`config.mk`:
```
export PLATFORM = sky130hd
export DESIGN_NAME = clk_div_bank
export DESIGN_NICKNAME = d
export VERILOG_FILES = /design/src/rtl/clk_div_pkg.sv /design/src/rtl/clk_div_chan.sv /design/src/rtl/clk_div_bank.sv
export SDC_FILE = /design/constraint.sdc
export NUM_CORES = 1
export LEC_CHECK = 0
export ABC_CLOCK_PERIOD_IN_PS = 3800
export BUFFER_PORTS_ARGS = -buffer_cell sky130_fd_sc_hd__clkbuf_2
export CAP_MARGIN = 10
export CELL_PAD_IN_SITES_DETAIL_PLACEMENT = 0
export CELL_PAD_IN_SITES_GLOBAL_PLACEMENT = 1
export CORE_UTILIZATION = 47
export DETAILED_ROUTE_END_ITERATION = 6
export PLACE_DENSITY_LB_ADDON = 0.1
export SYNTH_ARGS = -nofsm -noshare
export SYNTH_HDL_FRONTEND = slang
export SYNTH_SLANG_ARGS = --single-unit
```
`constraint.sdc`:
```
create_clock -name clk -period 3.8 [get_ports clk]
set_input_delay 0.38 -clock clk [delete_from_list [all_inputs] [get_ports clk]]
set_output_delay 0.38 -clock clk [all_outputs]
set_load 0.01 [all_outputs]
```
`src/rtl/clk_div_pkg.sv`:
```
// Shared mode encodings and lock-qualifier state type for the divider bank.
package clk_div_pkg;

   localparam logic [1:0] MODE_TOGGLE = 2'b00;
   localparam logic [1:0] MODE_PULSE  = 2'b01;
   localparam logic [1:0] MODE_PWM    = 2'b10;
   localparam logic [1:0] MODE_RSVD   = 2'b11;

   typedef enum logic [1:0] {
      WAIT_LOCK = 2'd0,
      SETTLE    = 2'd1,
      RUN       = 2'd2
   } lock_state_e;

endpackage

```
`src/rtl/clk_div_chan.sv`:
```
// One divider channel: period counter, shadowed config and registered waveform.
module clk_div_chan
   import clk_div_pkg::*;
#(
   parameter int WIDTH = 16
) (
   input  logic             clk,
   input  logic             rst,
   input  logic             active_i,
   input  logic [1:0]       mode_i,
   input  logic [WIDTH-1:0] div_i,
   input  logic [WIDTH-1:0] duty_i,
   output logic             tick_o,
   output logic             q_o
);

   logic [WIDTH-1:0] cnt_q, cnt_d;
   logic [WIDTH-1:0] sdiv_q, sdiv_d;
   logic [WIDTH-1:0] sduty_q, sduty_d;
   logic [1:0]       smode_q, smode_d;
   logic             tick_q, tick_d;
   logic             q_q, q_d;
   logic             at_end;

   assign at_end = (cnt_q == sdiv_q);

   // Shadows track the inputs while idle and only reload at a period end,
   // so a config write never truncates or stretches the running period.
   always_comb begin
      cnt_d   = '0;
      tick_d  = 1'b0;
      q_d     = 1'b0;
      sdiv_d  = div_i;
      sduty_d = duty_i;
      smode_d = mode_i;
      if (active_i) begin
         if (at_end) begin
            tick_d = 1'b1;
         end else begin
            cnt_d   = cnt_q + 1'b1;
            sdiv_d  = sdiv_q;
            sduty_d = sduty_q;
            smode_d = smode_q;
         end
         case (smode_q)
            MODE_TOGGLE: q_d = q_q ^ at_end;
            MODE_PULSE:  q_d = at_end;
            MODE_PWM:    q_d = (cnt_q < sduty_q);
            MODE_RSVD:   q_d = 1'b0;
         endcase
      end
   end

   always_ff @(posedge clk) begin
      if (rst) begin
         cnt_q   <= '0;
         sdiv_q  <= '0;
         sduty_q <= '0;
         smode_q <= MODE_TOGGLE;
         tick_q  <= 1'b0;
         q_q     <= 1'b0;
      end else begin
         cnt_q   <= cnt_d;
         sdiv_q  <= sdiv_d;
         sduty_q <= sduty_d;
         smode_q <= smode_d;
         tick_q  <= tick_d;
         q_q     <= q_d;
      end
   end

   assign tick_o = tick_q;
   assign q_o    = q_q;

endmodule

```
`src/rtl/clk_div_bank.sv`:
```
// Lock-qualified bank of independent programmable divider channels.
//   state     | meaning
//   WAIT_LOCK | waiting for locked; ready low, channels held clear
//   SETTLE    | locked seen; counting down the stability window
//   RUN       | lock qualified; ready high, enabled channels run
module clk_div_bank
   import clk_div_pkg::*;
#(
   parameter int CHANNELS  = 4,
   parameter int WIDTH     = 16,
   parameter int LOCK_WAIT = 16
) (
   input  logic                      clk,
   input  logic                      rst,
   input  logic                      locked,
   input  logic [CHANNELS-1:0]       en,
   input  logic [2*CHANNELS-1:0]     mode,
   input  logic [WIDTH*CHANNELS-1:0] div,
   input  logic [WIDTH*CHANNELS-1:0] duty,
   output logic                      ready,
   output logic [CHANNELS-1:0]       tick,
   output logic [CHANNELS-1:0]       q
);

   localparam int CW = (LOCK_WAIT > 1) ? $clog2(LOCK_WAIT) : 1;
   localparam logic [CW-1:0] WAIT_LOAD = CW'(LOCK_WAIT - 1);

   lock_state_e   state_q;
   logic [CW-1:0] wait_q;
   logic          ready_q;

   always_ff @(posedge clk) begin
      if (rst) begin
         state_q <= WAIT_LOCK;
         wait_q  <= '0;
         ready_q <= 1'b0;
      end else begin
         case (state_q)
            WAIT_LOCK: begin
               ready_q <= 1'b0;
               if (locked) begin
                  state_q <= SETTLE;
                  wait_q  <= WAIT_LOAD;
               end
            end
            SETTLE: begin
               if (!locked) begin
                  state_q <= WAIT_LOCK;
               end else if (wait_q == '0) begin
                  state_q <= RUN;
                  ready_q <= 1'b1;
               end else begin
                  wait_q <= wait_q - 1'b1;
               end
            end
            RUN: begin
               if (!locked) begin
                  state_q <= WAIT_LOCK;
                  ready_q <= 1'b0;
               end
            end
            default: begin
               state_q <= WAIT_LOCK;
               ready_q <= 1'b0;
            end
         endcase
      end
   end

   assign ready = ready_q;

   for (genvar g = 0; g < CHANNELS; g++) begin : g_chan
      clk_div_chan #(.WIDTH(WIDTH)) u_chan (
         .clk      (clk),
         .rst      (rst),
         .active_i (en[g] & ready_q),
         .mode_i   (mode[2*g +: 2]),
         .div_i    (div[WIDTH*g +: WIDTH]),
         .duty_i   (duty[WIDTH*g +: WIDTH]),
         .tick_o   (tick[g]),
         .q_o      (q[g])
      );
   end

endmodule

```
==> metrics, run 1 <==
status=finished, final reports clean; Worst setup EP type=register; vias in the first global route=8,833; worst reg2reg path depth=5; Post-CTS Setup Inserts=0; 1st-pass router iterations=5; clock root buffer=clkbuf_16; final setup violation count=0; fraction of layout cells with a size suffix above 1=between 15 and 20%; hold_buf cts=0; Max Freq=0.4259 GHz; critical path peak fanout=16; crit-path cells=xor2_1 -> nor4_1 -> and4_1 -> or3_1 -> nor2_1; Clk Latency, worst-skew pair=520 ps; Netlist Area Pre-Place=0.01100 mm²; Iteration-0 DRC Markers=578; antenna viol nets, final=0; Final GP Congestion=0.7932; via count=around 9,200; IO buf count=151; Cells on Worst Hold Path=3; Num CTS Buffers=25; # DRC=0; Distinct cells, synth=42; Via density=between 5 and 6; Synth async-reset ratio=0%; final std cells w/o fill=1,739; post-synthesis register bit count=between 200 and 250; multi-input logic area=0.005916 mm²; die area=0.02401 mm²; worst vdd ir=0.2936 mV; CTS Buffer Depth=3; Synthesized Nets=1,506; total grt overflow=0; setup_tns=0 ps; Worst-Margin Slew=1114 ps; IO Count=152; Core ar.=0.02278 mm²; pwr dens=396.6 mW/mm²; wire per inst=roughly 15 µm; critical path depth=5; worst hold margin=98.18 ps; Post-synth EDFFs=0; pin count of the biggest net entering global routing=54; Post-CTS Resized=0; Synth Warn #=0; prevailing post-synth register cell=dfxtp_1; placed instance count=1,695; initial antenna violation count=1; Fin. Hold Viols=0; worst min path class=in2reg; Leakage=about 5 nW; DRT Wirelength=about 27,000 µm; minimum clock period=around 2300 ps; gr usage total=22.49%; critical path startpoint category=register; Fill cells=2,229; Worst Path Arrival=roughly 2700 ps; detailed placement HPWL=18,990 µm; commonest non-fill, non-tap cells in the layout=dfxtp_1 (215), nand3_1 (154), a21oi_1 (153); Die X=155.0 µm; area taken by flip-flops and latches=about 0.0043 mm²; RSZ-0062 raised after global routing=false; Starting Density=48.27%; Syn-to-layout area delta=14.77%; skew final=13.49 ps; Post-Synthesis Cells=1,298; register area share after synthesis=39.14%; row count=55; syn_area_per_cell=8.471 µm²; nets=between 1,500 and 2,000; commonest non-fill, non-tap cell in the layout=dfxtp_1; Worst path slowest cell=or3_1; chip height=roughly 150 µm; crit path kind=reg2reg; max cap viols=0; CP Buf/Inv Count=0; Largest delay share family, worst path=simple AND/OR/NAND/NOR gates; clk slew on worst S/H paths=60 ps; Worst EP required=~4200 ps; critical path's largest stage delay=860 ps; wire length of the first global-routing pass=44,100 µm; Final Slew Violations=0; CTS tree=yes; period utilization=61.79%; clock sinks=215; CTS H-Tree Depth=1; Slew HR=approximately 26%
## per-stage QoR
step           power (W)  area, µm²  setup slack [ps]  utilization (%)
4_1_cts         0.005075      12590              1442            55.27
6_report        0.005005      12620              1452            55.40
3_3_place_gp    0.002793      11820              1474            51.89
3_5_place_dp    0.002798      11820              1468            51.89
2_1_floorplan   0.002651      11000              2033                -
5_1_grt         0.005213      12620              1223            55.40
## layer usage
metal	global-route usage [%]	vias to the layer above	routed length, µm
met5	0	-	0
met4	6.365	0	620
met3	2.674	44	943
met2	37.09	170	12330
met1	30.87	4271	12900
li1	-	4710	-
## logic make-up after synthesis
group                    Yosys count  synth area share (%)
multiplexers                       2                0.2048
AO/OA/AOI/OAI                    338                 16.45
adder cells (fa/ha/maj)           65                 7.396
XOR/XNOR                         124                 9.877
flip-flops                       215                 39.14
AND/OR/NAND/NOR                  390                 19.87
buffers and inverters            164                 7.055
## cell usage after synthesis (all sizes together) (3+ instances only)
cell	n	area, µm²
ha	65	813.3
inv	74	277.8
and2	12	75.07
xnor2	38	332.8
clkbuf	57	229.0
nor3	9	45.04
nor2	97	624.4
a221oi	5	43.79
xor2	86	753.2
or3	5	31.28
nand2	43	161.4
nor4	17	106.4
o21ai	145	725.7
and4	13	113.9
nand4	20	125.1
o211ai	4	30.03
buf	33	269.0
nor2b	10	62.56
a21oi	153	765.7
a21o	17	127.6
nand3	154	770.7
a211oi	8	60.06
dfxtp	215	4304
nand2b	3	18.77
a221o	4	40.04
## worst paths after layout
| check | start | to | slack [ps] |
|---|---|---|---|
| max | g_chan[2].u_chan.cnt_q[11] | g_chan[2].u_chan.cnt_q[15] | 1450 |
| min | div[41] | g_chan[2].u_chan.sdiv_q[9] | 100 |
| max reg2reg | g_chan[2].u_chan.cnt_q[11] | g_chan[2].u_chan.cnt_q[15] | 1450 |
| min reg2reg | g_chan[1].u_chan.sduty_q[3] | g_chan[1].u_chan.sduty_q[3] | 460 |
## power by group
group / switching [W] / internal (W) / leakage [nW]
logic: 0.000186 / 0.000163 / 2.99
registers: 0.0000576 / 0.00234 / 1.77
clock network: 0.000944 / 0.00131 / 0.365
total: 0.00119 / 0.00382 / 5.12
## final cells by class
class	count	area share, %
tap	313	3.103
inverter	74	2.201
clock inverter	12	0.8328
sequential	215	34.11
timing repair buffer	175	7.595
multi-input combinational	919	46.88
antenna	1	0.01983
clock buffer	30	5.265
## worst min-delay path, delay by kind of cell
kind / cells / cell delay (ps)
compound gates: 2 / 120
buf+inv: 1 / 70
## registers in the layout (all words and copies together), names as in the netlist
signal / flops
g_chan.u_chan.cnt_q: 64
g_chan.u_chan.q_o: 4
g_chan.u_chan.sdiv_q: 64
g_chan.u_chan.sduty_q: 64
g_chan.u_chan.smode_q: 8
g_chan.u_chan.tick_o: 4
ready: 1
state_q: 2
wait_q: 4
Power figures use the tool's default switching activity.
==> inputs of run 2 (changes only) <==
--- a/config.mk
+++ b/config.mk
@@ -5,12 +5,13 @@
 export SDC_FILE = /design/constraint.sdc
 export NUM_CORES = 1
 export LEC_CHECK = 0
-export ABC_CLOCK_PERIOD_IN_PS = 3800
+export ABC_AREA = 1
+export ABC_CLOCK_PERIOD_IN_PS = 2300
 export BUFFER_PORTS_ARGS = -buffer_cell sky130_fd_sc_hd__clkbuf_2
 export CAP_MARGIN = 10
 export CELL_PAD_IN_SITES_DETAIL_PLACEMENT = 0
 export CELL_PAD_IN_SITES_GLOBAL_PLACEMENT = 1
-export CORE_UTILIZATION = 47
+export CORE_UTILIZATION = 41
 export DETAILED_ROUTE_END_ITERATION = 6
 export PLACE_DENSITY_LB_ADDON = 0.1
 export SYNTH_ARGS = -nofsm -noshare
==> constraint.sdc (replaced) <==
create_clock -name clk -period 2.3 [get_ports clk]
set_input_delay 0.23 -clock clk [delete_from_list [all_inputs] [get_ports clk]]
set_output_delay 0.23 -clock clk [all_outputs]
set_load 0.01 [all_outputs]
==> metrics, run 2 <==
Worst path slowest cell=dfxtp_1; Post-Synth Adder-Cell Area=7.079% (-0.32 points); Fin. Hold Viols=0 (unchanged); commonest non-fill, non-tap cell in the layout=nand2_1; final core utilization=53.80% (-1.6 points); area taken by flip-flops and latches=0.004304 mm² (unchanged); pwr dens=599.3 mW/mm² (+51%); final worst slack=341.0 ps (-1111 ps); antenna viol nets, final=0 (unchanged); skew final=14.04 ps (+0.5512 ps); prevailing post-synth register cell=dfxtp_1; wire length of the first global-routing pass=50,170 µm (+14%); Synth top area share=37.46% (-1.7 points); mux share of post-synthesis cell area=0% (-0.20 points); post-synthesis compound-gate area fraction=9.050% (-7.4 points); Num CTS Buffers=26 (+4.0%); Placed Area=0.01244 mm² (+5.2%); minimum clock period=1959 ps (-389.1 ps); clk slew on worst S/H paths=60 ps (about the same); max cap viols=0 (unchanged); Post-Synth Simple-Gate Area=32.72% (+13 points); Slew HR=62.96% (+37 points); Worst-Margin Slew=555.6 ps (-558.6 ps); register area share after synthesis=37.46% (-1.7 points); total grt overflow=0 (unchanged); commonest non-fill, non-tap cells in the layout=nand2_1 (500), inv_1 (225), dfxtp_1 (215); Core ar.=0.02725 mm² (+20%); multi-input logic area=0.005804 mm² (-1.9%); Final GP Congestion=0.8196 (+3.3%); crit-path cells=inv_1 -> nand2_1 -> nand2_1 -> nor2_1 -> nand2_1 -> nor2_1 -> nand2_2 -> nand2_1 -> buf_4 -> nor3b_1; Worst Path Arrival=2350 ps (-360 ps); Starting Density=42.16% (-6.1 points); Largest delay share family, worst path=simple AND/OR/NAND/NOR gates; period utilization=85.17% (+23 points); row count=60 (+9.1%); via count=11,110 (+21%); Syn-to-layout area delta=27.62%; Synthesized Nets=1,917 (+27%); CTS tree=yes; critical path startpoint category=register; chip height=169.4 µm (+9.3%); top cell types by occurrence after synthesis=nand2_1 (500), inv_1 (225), dfxtp_1 (215); final setup violation count=0 (unchanged); status=finished, final reports clean; clock sinks=215 (unchanged); Synth area leaders=dfxtp_1 (37%), nand2_1 (16%), a21oi_1 (7.7%); gr usage total=21.16% (-1.3 points); die area=0.02869 mm² (+20%); Post-CTS Setup Inserts=0 (unchanged); clock root buffer=clkbuf_16; Worst EP required=2690 ps (-1470 ps); fraction of layout cells with a size suffix above 1=12.53% (-5.4 points); initial antenna violation count=1 (unchanged); Post-Synthesis Cells=1,709 (+32%); pin count of the biggest net entering global routing=49 (-9.3%); Synth async-reset ratio=0% (unchanged); cell area after layout=0.01466 mm² (+16%); Post-synth EDFFs=0 (unchanged); DRT Wirelength=29,800 µm (+11%); # DRC=0 (unchanged); IO Count=152 (unchanged); Clk Latency, worst-skew pair=530 ps (about the same); Worst setup EP type=register; worst vdd ir=0.5068 mV (+73%); setup_tns=0 ps (unchanged); Distinct cells, synth=34 (-19%); Synth Warn #=0 (unchanged); detailed placement HPWL=20,880 µm (+9.9%); syn_area_per_cell=6.722 µm² (-21%); largest family of logic cells by synthesized area=simple AND/OR/NAND/NOR gates; CTS Buffer Depth=3 (unchanged); crit path kind=reg2reg; most frequent CP cell=nand2_1; Iteration-0 DRC Markers=518 (-10%); Max Freq=0.5105 GHz (+20%); worst min path class=in2reg; IO buf count=151 (unchanged); CTS H-Tree Depth=1 (unchanged); XOR/XNOR Fraction of Synth Area=1.601% (-8.3 points); Final Slew Violations=0 (unchanged); post-synthesis register bit count=215 (unchanged); Via density=4.689 (-11%); post-synth top area cell=dfxtp_1; wire per inst=12.58 µm (-18%); most frequent cell after synthesis=nand2_1; Die X=169.4 µm (+9.3%); top flop regs=g_chan.u_chan.cnt_q: 64 flops, g_chan.u_chan.sdiv_q: 64 flops, g_chan.u_chan.sduty_q: 64 flops; critical path's largest stage delay=410 ps (-450 ps); Netlist Area Pre-Place=0.01149 mm² (+4.5%); nets=2,184 (+35%); 1st-pass router iterations=5 (unchanged); Leakage=6.837 nW (+33%); pre-CTS setup slack=308.7 ps (-1160 ps); vias in the first global route=10,600 (+20%); critical path peak fanout=14 (-2); RSZ-0062 raised after global routing=false; Final Total Pwr=0.008787 W (+76%); Fill cells=2,711 (+22%); CP Buf/Inv Count=2 (+2)
run 2: changes by cell type after synthesis, moves of 14 or more:
cell	previous run	this run
nand3_1	154	169
inv_2	0	14
xor2_1	86	20
nor3_1	9	24
nand2_1	43	500
clkbuf_1	45	28
nor2_1	57	150
nor2_4	32	0
a21oi_1	153	177
inv_1	74	225
a21o_1	17	0
xnor2_1	38	1
o21ai_0	145	15
run 2: final timing paths:
path / startpoint / end / slack (ps) / cells past startpoint
max: g_chan[2].u_chan.cnt_q[7] / g_chan[2].u_chan.cnt_q[9] / 340 / 10
min reg2reg: g_chan[2].u_chan.cnt_q[0] / g_chan[2].u_chan.cnt_q[0] / 470 / 1
min: en[3] / g_chan[3].u_chan.tick_o / 30 / 3
max reg2reg: g_chan[2].u_chan.cnt_q[7] / g_chan[2].u_chan.cnt_q[9] / 340 / 10
run 2: power by group:
group	leakage, nW	switching (W)	internal (W)	total (W)
sequential	1.77	0.000100	0.00387	0.00397
combinational	4.65	0.000404	0.000442	0.000847
clock	0.413	0.00160	0.00237	0.00397
run 2: worst register-to-register path: stages (launching register included):
cell,delay [ps]
dfxtp_1,410
inv_1,110
nand2_1,70
nand2_1,50
nor2_1,120
nand2_1,60
nor2_1,180
nand2_2,280
nand2_1,260
buf_4,220
nor3b_1,70
run 2: routing by layer:
| metal | vias to the layer above | track usage, % | routed length [µm] |
|---|---|---|---|
| met5 | - | 0 | 0 |
| met3 | 36 | 2.705 | 885 |
| met2 | 165 | 37.31 | 14130 |
| met4 | 0 | 5.014 | 640 |
| met1 | 4990 | 27.30 | 14140 |
| li1 | 5918 | - | - |
run 2: kinds of logic after synthesis:
kind of cell,after synthesis
AND/OR/NAND/NOR,891
buffers and inverters,315
AO/OA/AOI/OAI,202
XOR/XNOR,21
adder cells (fa/ha/maj),65
flip-flops,215
run 2: metrics by stage:
stage	cells	hold slack (ps)
6_report	2369	33.91
5_1_grt	2369	29.39
4_1_cts	2368	12.86
3_5_place_dp	2182	460.3
3_3_place_gp	2182	452.9
2_1_floorplan	1709	372.8
run 2: final cells by class:
class                      instances  area share [%]
inverter                         243           6.221
tap                              372           3.175
clock buffer                      43           5.496
antenna                            1         0.01707
multi-input combinational       1179           39.59
sequential                       215           29.36
timing repair buffer             311           15.98
clock inverter                     5          0.1707
run 2: repair_timing:
item                                   CTS  global route
gates resized for setup                  0             1
endpoints found under the hold margin  138             0
setup endpoints to repair                0             4
hold buffers                           138             0
==> inputs of run 3 (changes only) <==
--- a/config.mk
+++ b/config.mk
@@ -14,6 +14,8 @@
 export CORE_UTILIZATION = 41
 export DETAILED_ROUTE_END_ITERATION = 6
 export PLACE_DENSITY_LB_ADDON = 0.1
+export SETUP_SLACK_MARGIN = 0.4
 export SYNTH_ARGS = -nofsm -noshare
 export SYNTH_HDL_FRONTEND = slang
 export SYNTH_SLANG_ARGS = --single-unit
+export TNS_END_PERCENT = 50
==> metrics, run 3 (same netlist as run 2, synthesis figures left out) <==
Worst EP required=2770 ps (+80 ps); hold_sp=en[3]; CTS tree=yes; Sw Share=24.04% (+0.12 points); Clk Latency, worst-skew pair=530 ps (about the same); critical path peak fanout=17 (+3); Syn-to-layout area delta=29.39%; 1st-pass router iterations=7 (+2); CTS Buffer Depth=3 (unchanged); Worst Path Arrival=2300 ps (-50 ps); via count=11,170 (+0.52%); # DRC=0 (unchanged); Fin. Hold Viols=0 (unchanged); IO buf count=151 (unchanged); die area=0.02869 mm² (unchanged); gr usage total=21.19% (+0.024 points); fraction of layout cells with a size suffix above 1=14.67% (+2.1 points); commonest non-fill, non-tap cells in the layout=nand2_1 (497), inv_1 (225), dfxtp_1 (191); Final Slew Violations=0 (unchanged); Num CTS Buffers=26 (unchanged); Iteration-0 DRC Markers=468 (-9.7%); critical path startpoint category=register; Starting Density=42.16% (unchanged); sequential power share=45.1% (about the same); Slew HR=63.26% (+0.31 points); antenna viol nets, final=0 (unchanged); Final GP Congestion=0.8196 (unchanged); initial antenna violation count=1 (unchanged); worst min path class=in2reg; Worst Setup SP=ready; nets=2,192 (+0.37%); Leakage=6.935 nW (+1.4%); RSZ-0062 raised after global routing=true; chip height=169.4 µm (unchanged); worst vdd ir=0.5075 mV (+0.13%); Worst-Margin Slew=547.6 ps (-7.964 ps); total grt overflow=0 (unchanged); crit path kind=reg2reg; detailed placement HPWL=20,880 µm (unchanged); skew final=15.66 ps (+1.613 ps); pwr dens=592.4 mW/mm² (-1.2%); vias in the first global route=10,590 (-0.019%); CTS H-Tree Depth=1 (unchanged); Via density=4.698 (+0.18%); clk slew on worst S/H paths=60 ps (about the same); clock sinks=215 (unchanged); Max Freq=0.5455 GHz (+6.9%); Internal=0.006689 W (about the same); combinational fraction of design power=9.8% (+0.2 points); period utilization=79.71% (-5.5 points); max cap viols=0 (unchanged); multi-input logic area=0.005921 mm² (+2.0%); minimum clock period=1833 ps (-125.6 ps); commonest non-fill, non-tap cell in the layout=nand2_1; pin count of the biggest net entering global routing=49 (unchanged); Core ar.=0.02725 mm² (unchanged); IO Count=152 (unchanged); wire length of the first global-routing pass=50,200 µm (about the same); P_sw=0.002117 W (+0.72%); final setup violation count=0 (unchanged); setup_tns=0 ps (unchanged); wire per inst=12.81 µm (+1.8%); Worst setup EP type=register; placed instance count=2,182 (unchanged); reg2reg start=ready; status=finished, final reports clean; area taken by flip-flops and latches=0.004334 mm² (+0.70%); Die X=169.4 µm (unchanged); clock root buffer=clkbuf_16; DRT Wirelength=30,450 µm (+2.2%); clock power share=45.1% (about the same); Worst R2R Setup Slack=470 ps (+130 ps); Fill cells=2,696 (-0.55%); final std cells w/o fill=2,377 (+0.34%); top flop regs=g_chan.u_chan.cnt_q: 64 flops, g_chan.u_chan.sdiv_q: 64 flops, g_chan.u_chan.sduty_q: 64 flops; row count=60 (unchanged)
==> run 3: cell types whose count changed in the layout (fill, tap and decap cells not counted), moves of 5 or more <==
cell	delta
nor2_1	-7
dfxtp_2	+24
nor2_2	+5
dfxtp_1	-24
==> run 3: per-layer routing <==
| layer | routed length [µm] | up-vias | track usage, % |
|---|---|---|---|
| li1 | - | 5937 | - |
| met1 | 14260 | 5038 | 27.34 |
| met2 | 14660 | 158 | 37.34 |
| met3 | 945 | 34 | 2.705 |
| met4 | 586 | 0 | 5.014 |
| met5 | 0 | - | 0 |
==> run 3: repair_timing <==
action / 4_1_cts / 5_1_grt
hold endpoints to repair: 138 / 0
setup buffers: 0 / 5
pin swaps: 0 / 4
gates cloned: 0 / 3
hold buffers: 138 / 0
resized for setup: 5 / 45
endpoints found under the setup margin: 85 / 183
==> run 3: path summary, 6_finish.rpt <==
path,to,cells past startpoint
max,g_chan[1].u_chan.smode_q[1],5
min,g_chan[3].u_chan.tick_o,3
max reg2reg,g_chan[1].u_chan.smode_q[1],5
min reg2reg,g_chan[2].u_chan.cnt_q[0],1
==> run 3: layout make-up <==
class	count	area share [%]
repair buffers	316	16.12
flip-flops and latches	215	29.16
well taps	372	3.131
multi-input cells	1182	39.83
clock inverters	5	0.1683
inverters	243	6.161
diodes	1	0.01683
clock buffers	43	5.420
==> run 3: power by group through the flow <==
| stage | registers, W | clock network, W | logic [W] |
|---|---|---|---|
| 3_3_place_gp | 0.00405 | 0 | 0.000655 |
| 6_report | 0.00397 | 0.00397 | 0.000860 |
| 3_5_place_dp | 0.00405 | 0 | 0.000662 |
| 4_1_cts | 0.00397 | 0.00411 | 0.000853 |
| 2_1_floorplan | 0.00402 | 0 | 0.000438 |
| 5_1_grt | 0.00399 | 0.00426 | 0.000978 |
==> run 3: worst max-delay path, cell delays in order (launching register included) <==
cell      delay [ps]
dfxtp_1          460
nand2_1          200
clkinv_1         470
nand2_4          410
nand2_1          100
a21oi_1          120
==> run 3: per-stage QoR <==
step / total power [W] / setup slack, ps / hold WS [ps] / area, µm² / util (%)
6_report: 0.008806 / 466.7 / 36.05 / 14870 / 54.55
4_1_cts: 0.008937 / 377.0 / 12.86 / 14680 / 53.87
2_1_floorplan: 0.004458 / 732.7 / 372.8 / 11490 / -
5_1_grt: 0.009226 / 364.3 / 29.39 / 14870 / 54.55
3_3_place_gp: 0.004706 / 349.2 / 452.9 / 12440 / 45.64
3_5_place_dp: 0.004716 / 308.7 / 460.3 / 12440 / 45.64
